[config.mk]
export PLATFORM = sky130hd
export DESIGN_NAME = captura_tabla_verdad
export DESIGN_NICKNAME = d
export VERILOG_FILES = /design/src/rtl/captura_tabla_verdad.sv
export SDC_FILE = /design/constraint.sdc
export NUM_CORES = 1
export LEC_CHECK = 0
export ABC_CLOCK_PERIOD_IN_PS = 2300
export BUFFER_PORTS_ARGS = -buffer_cell sky130_fd_sc_hd__buf_4
export CAP_MARGIN = 15
export CELL_PAD_IN_SITES_DETAIL_PLACEMENT = 0
export CELL_PAD_IN_SITES_GLOBAL_PLACEMENT = 2
export CORE_MARGIN = 2
export CORE_UTILIZATION = 42
export DETAILED_ROUTE_END_ITERATION = 10
export PLACE_DENSITY = 0.77
export SYNTH_ARGS = -nofsm -noshare
export SYNTH_HDL_FRONTEND = slang
export SYNTH_SLANG_ARGS = --single-unit
[constraint.sdc]
create_clock -name clk -period 2.3 [get_ports clk]
set_input_delay 0.23 -clock clk [delete_from_list [all_inputs] [get_ports clk]]
set_output_delay 0.23 -clock clk [all_outputs]
set_load 0.01 [all_outputs]
[src/rtl/captura_tabla_verdad.sv]
// captura_tabla_verdad
//   Captures (input vector, response) pairs from a combinational DUT into a
//   2^N_IN-entry truth table. It tracks coverage, flags vectors that come back
//   with a different response, and provides a registered read port.
//
// Ports
//   clk, rst_n        rising-edge clock, asynchronous active-low reset
//   start             pulse: clear coverage/flags and enter CAPTURE
//   in_valid/in_vec/in_resp/in_ready  capture handshake
//   rd_en/rd_addr     read request; rd_data/rd_valid answer one cycle later
//   covered           count of distinct vectors captured (0..2^N_IN)
//   complete          every vector captured (DONE state)
//   conflict          sticky: a vector was seen again with a different response
module captura_tabla_verdad #(
  parameter int unsigned N_IN  = 6,
  parameter int unsigned N_OUT = 2
) (
  input  logic              clk,
  input  logic              rst_n,
  input  logic              start,
  input  logic              in_valid,
  input  logic [N_IN-1:0]   in_vec,
  input  logic [N_OUT-1:0]  in_resp,
  output logic              in_ready,
  input  logic              rd_en,
  input  logic [N_IN-1:0]   rd_addr,
  output logic [N_OUT-1:0]  rd_data,
  output logic              rd_valid,
  output logic [N_IN:0]     covered,
  output logic              complete,
  output logic              conflict
);

  localparam int unsigned DEPTH = 2 ** N_IN;
  localparam logic [N_IN:0] LAST_COUNT = (N_IN + 1)'(DEPTH - 1);

  typedef enum logic [1:0] {
    IDLE    = 2'd0,
    CAPTURE = 2'd1,
    DONE    = 2'd2
  } state_t;

  state_t state, state_nx;

  logic [N_OUT-1:0] tbl [DEPTH];
  logic [DEPTH-1:0] seen;

  logic accept;
  logic new_entry;
  logic mismatch;

  // start takes priority: a pair presented in the same cycle is dropped.
  assign accept    = in_valid && in_ready && !start;
  assign new_entry = accept && !seen[in_vec];
  assign mismatch  = accept && seen[in_vec] && (tbl[in_vec] != in_resp);

  always_ff @(posedge clk or negedge rst_n) begin
    if (!rst_n) state <= IDLE;
    else        state <= state_nx;
  end

  always_comb begin
    state_nx = state;
    in_ready = 1'b0;
    complete = 1'b0;
    unique case (state)
      IDLE: begin
        if (start) state_nx = CAPTURE;
      end
      CAPTURE: begin
        in_ready = 1'b1;
        if (start)
          state_nx = CAPTURE;
        else if (new_entry && covered == LAST_COUNT)
          state_nx = DONE;
      end
      DONE: begin
        complete = 1'b1;
        if (start) state_nx = CAPTURE;
      end
      default: state_nx = IDLE;
    endcase
  end

  always_ff @(posedge clk or negedge rst_n) begin
    if (!rst_n) begin
      seen     <= '0;
      covered  <= '0;
      conflict <= 1'b0;
    end else if (start) begin
      seen     <= '0;
      covered  <= '0;
      conflict <= 1'b0;
    end else begin
      if (new_entry) begin
        seen[in_vec] <= 1'b1;
        covered      <= covered + 1'b1;
      end
      if (mismatch) conflict <= 1'b1;
    end
  end

  // Table contents are not reset; the seen bitmap gates every read.
  always_ff @(posedge clk) begin
    if (new_entry) tbl[in_vec] <= in_resp;
  end

  // The read samples the pre-edge table and seen bits, which gives
  // read-before-write on a same-address collision.
  always_ff @(posedge clk or negedge rst_n) begin
    if (!rst_n) begin
      rd_data  <= '0;
      rd_valid <= 1'b0;
    end else begin
      rd_valid <= rd_en && seen[rd_addr];
      rd_data  <= (rd_en && seen[rd_addr]) ? tbl[rd_addr] : '0;
    end
  end

endmodule

Word-level counts from Yosys, hierarchy flattened
Memories as Yosys holds them, arrays and structs flattened.
Cells that the tools add are included.
W data, S select, Z words.
Storage, ports and cells
  memory bits (writable): 128
  bits in registers: 77
  logic and storage cells: 54
  output and inout port bits: 13
  input bits: 19
  memories: 1
Memories
  tbl: words 64, bits a word 2, read ports 2, clocked after memory_dff 0, write ports 1, line 45  | logic [N_OUT-1:0] tbl [DEPTH];
Operators by class
  equality and inequality tests: 6
  bitwise operators: 1
  $lt $le $gt $ge: 3
  reduce and logical (&&, ||, !) cells: 15
  add/subtract/negate cells: 1
  muxes and demuxes: 21
Operator list (number)
  $mux W64: 2
  $or A64 B64 Y64: 1
  $lt A6 B7 Y1 const B: 2
  $mux W7: 2
  $bmux W1 S6: 2
  $mux W1: 9
  $logic_and A1 B1 Y1: 8
  $mux W2: 4
  $add A7 B1 Y7 const B: 1
  $eq A7 B6 Y1 const B: 1
  $demux W1 S6: 1
  $ge A6 B1 Y1 const B: 1
  $pmux W2 S2: 1
  $reduce_bool A2 Y1: 2
  $ne A3 B3 Y1 const B: 1
  $eq A2 B1 Y1 const B: 1
  $eq A2 B2 Y1 const B: 1
  $logic_not A1 Y1: 2
  $logic_not A2 Y1: 1
  $ne A2 B1 Y1 const B: 1
  $ne A2 B2 Y1: 1
  $reduce_and A2 Y1: 1
  $reduce_or A2 Y1: 1

Logic depth before layout (Yosys ltp)
  depth in word-level cells: 9
  depth in mapped cells: 13
  depth with buffers taken out: 8

Worst setup path before layout
Ideal clock, no wire load.
  path kind: input-to-reg
  from: input port in_vec[1]
  to: memory tbl[60][0] (enable)
  slack: -0.322 ns
  path buffers: 4
  required time: 1.990 ns
  setup time: 0.310 ns
  data arrival time: 2.311 ns
  stages: 12
  cell sequence: buf_2 > buf_6 > mux4_2 > nand2_1 > a21oi_1 > a311oi_1 > nand3_1 > nand2b_1 > buf_6 > buf_6 > or2_1 > nor2_1
Between the ends
  longest elaborated chain between the ends: 6
Ends and longest elaborated chain
  from (decl): line 22  | input logic [N_IN-1:0] in_vec,
  $bmux W1 S6: line 54  | assign new_entry = accept && !seen[in_vec];
  $mux W1 (not written as such): line 54
  $logic_not A1 Y1: line 54
  $logic_and A1 B1 Y1: line 54
  $mux W1: line 105  | if (new_entry) tbl[in_vec] <= in_resp;
  $mux W1 (not written as such): line 105
  to (decl): line 45
Parallel ways exist; a longest one is shown, timed or not. The select of a mux whose other input is x is not followed.

Worst setup path in the final report
  from: register seen[35]
  to: memory tbl[25][0] (enable)
Between the ends
  longest elaborated chain between the ends: 6
Ends and longest elaborated chain
  from (decl): line 46  | logic [DEPTH-1:0] seen;
  from (signal assigned): line 87  | seen <= '0;
  from (signal assigned): line 91  | seen <= '0;
  from (signal, indexed assignment): line 96  | seen[in_vec] <= 1'b1;
  $bmux W1 S6: line 54
  $mux W1 (not written as such): line 54
  $logic_not A1 Y1: line 54
  $logic_and A1 B1 Y1: line 54
  $mux W1: line 105
  $mux W1 (not written as such): line 105
Every way passes these cells. The select of a mux whose other input is x is not followed.

==> impl_metrics.ini <==
[timing]
fin_crit_ns = 2.61
worst_pin_slew_ns = 1.37
setup_viol_count_final = 203
max_freq_mhz = 384
relSlewSlack_pct = 8.29
slew_violations = 0
min_period_over_period_pct = 113
skew_ns = 0.0143
rsz0062_at_grt = yes
worst_slack_ns = -0.307
hold_viol_final = 0

[logic_synthesis]
syn_area_um2 = 10600
avgSynthCellArea_um2 = 15.2
syn_nets = 720
synth_top_area_cell = edfxtp_1
ys_ff_latch = 205
seq_area_frac_synth_pct = 54.3
synth.area.top_cells = edfxtp_1 (36%), dfrtp_1 (18%), mux4_2 (16%)
synth_top_area_share_pct = 36.2
synth_edf_count = 128
yosys_warnings = 0
async_reset_ff_share_pct = 37.6
syn_inst = 700
synth_cell_types = 58
ys.flop_type = edfxtp_1

[cts]
clockRootBuffer = clkbuf_16
cts_tree = built
clock_latency_ns = 0.53
cts_buffers = 23
clk_transition_reported_paths_ns = 0.06
clock_path_buffers = 3
cts.htree.levels = 1
cts.sinks = 205

[min_path]
worstHoldPathCells = 1
hold_path_end = tbl[48][0]
hold_path_class = primary input to flop
worstHoldStart = in_resp[0]

[worst_setup_path]
rr_startpoint = seen[35]
cp_data_arrival_time_ns = 2.80
r2r_end = tbl[25][0]
crit_fanout = 7
end_kind = flop
r2r_setup_slack_ns = -0.31
startpoint_type = flop
crit_required_ns = 2.49
r2r_cells = 8
path_class = flop to flop

[routing]
drtIter0Drc = 734
vias = 7670
via_per_inst = 6.30
final_antenna_net_count = 0
drc_errors = 0
firstDrtPassIters = 5
wl_per_cell_um = 27.6
wl_mm = 33.6

[power_and_ir_drop]
netSwitchingFraction_pct = 24.2
switchingPower_uw = 2190
clockPowerShare_pct = 44.5
p_leak_uw = 0.00561
ir_drop_mv = 0.563
power_frac_comb_pct = 11.9
pwr-share-seq_pct = 43.6
intPower_uw = 6850
p_per_area_nw_per_um2 = 646

[finish]
antenna_cells = 0
area_growth_pct = 31.6
drive_gt1_share_pct = 55.5
final_core_util_pct = 55.9
nets = 890

[global_routing]
grt_pass1_wl_mm = 50.7
first_global_vias = 8001
grt_max_degree = 75
grt.total_usage_pct = 25.9
overflow = 0
antenna_found_initial = 0

[placed_design]
port_buffers = 31
hpwl_mm = 24.0
place_ws_ns = -0.770
routabilityCongestion = 0.957

[floorplan]
fp.dieW_um = 163
die_h_um = 163
num_rows = 58
start_util_pct = 42.4
num_io_pins = 32
die_area_um2 = 26600
coreArea_um2 = 25000

[run]
cap_violations = 0

[status]
violations = negative setup slack
outcome = finished, violations left
worst max path at each step:
stage	from	to	slack, ns	cells after the start
final	seen[35]	tbl[25][0]	-0.31	8
after CTS	seen[15]	tbl[12][0]	-0.25	8
after detailed placement	in_vec[0]	covered[1]	-0.77	11
after floorplan	in_vec[1]	tbl[35][0]	-0.14	12
after global routing	seen[35]	tbl[11][1]	-0.39	9
after global placement	in_vec[0]	seen[19]	-0.72	11
per-layer routing:
layer	global-route usage [%]	vias up	wire length [um]
met2	42.8	407	16500
met1	35.1	3971	13300
met5	0	-	0
met3	3.35	80	2450
met4	10.3	0	1330
li1	-	3212	-
kinds of logic after synthesis:
group,after synthesis,share of synthesized area (%)
DFF,205,54.3
AOI/OAI and AO/OA,160,13.0
and+or+nand+nor,143,8.87
muxes,112,19.8
buffers and inverters,76,3.74
xor gates and xnor gates,3,0.247
adders and majority gates,1,0.118
sequential cells by signal (all words and copies together) (netlist names):
signal    cells
tbl         128
seen         64
covered       7
rd_data       2
state         2
conflict      1
rd_valid      1
cell usage in the layout, fill, tap and decap left out, types with 16 or more instances in the layout:
cell type / Yosys / layout
buf_4: 3 / 165
mux4_2: 76 / 76
edfxtp_1: 128 / 128
dfrtp_1: 77 / 77
nor3_4: 0 / 48
o21ba_2: 51 / 50
mux2_2: 20 / 20
buf_6: 11 / 19
a221o_1: 16 / 16
clkbuf_16: 0 / 24
nand2_1: 24 / 20
cell usage after synthesis (all sizes together) (3+ instances only):
library cell / instances
a22oi: 7
nor2: 19
nand4: 3
buf: 38
o22ai: 16
a31oi: 3
nand2: 24
a222oi: 5
edfxtp: 128
nor3: 58
nand2b: 3
mux4: 76
a211oi: 3
mux2: 24
a22o: 3
o21ai: 8
mux2i: 12
or2: 6
nand3: 6
nor2b: 10
a221o: 16
inv: 15
o221ai: 3
clkbuf: 21
a21oi: 9
dfrtp: 77
o21ba: 56
a221oi: 14
and3: 4
or3: 3
critical path, cell delays in order, from the launching register on:
cell       delay (ns)
dfrtp_1          0.43
mux2_2           0.29
a22oi_2          0.18
a21oi_1          0.11
a311oi_2         0.26
nand3_1          0.13
nand2b_4         0.27
bufbuf_16        0.33
nor3_2           0.25
power by group through the flow:
stage	clock, uW	sequential [uW]	combinational (uW)
6_report	4020	3950	1080
5_1_grt	4230	3940	1130
4_1_cts	4070	3940	1020
3_5_place_dp	0	4020	956
3_3_place_gp	0	4020	948
2_1_floorplan	0	4020	525
repair_timing:
item / 4_1_cts / 5_1_grt
setup endpoints to repair: 204 / 205
pin swaps: 35 / 15
hold endpoints to repair: 31 / 0
hold buffers: 2 / 0
setup buffers: 7 / 11
gates resized for setup: 52 / 33
gates cloned: 1 / 2
stage by stage:
step           total power, uW  hold WS [ns]  area, um2  instances  setup TNS, ns
2_1_floorplan             4540       -0.0656      10900        700          -3.33
3_3_place_gp              4970         0.233      12500       1152        -114.02
3_5_place_dp              4980         0.235      12500       1152        -117.34
4_1_cts                   9040         0.127      13700       1204         -19.46
5_1_grt                   9300         0.130      14000       1217         -52.15
6_report                  9040         0.136      14000       1217         -33.74
cell type report:
type / count / area, um2
Clock buffer: 25 / 593
Clock inverter: 17 / 234
Fill cell: 1973 / 11100
Inverter: 17 / 63.8
Multi-Input combinational cell: 419 / 5060
Sequential cell: 205 / 5770
Tap cell: 330 / 413
Timing Repair Buffer: 204 / 1850
Power figures use the tool's default switching activity.
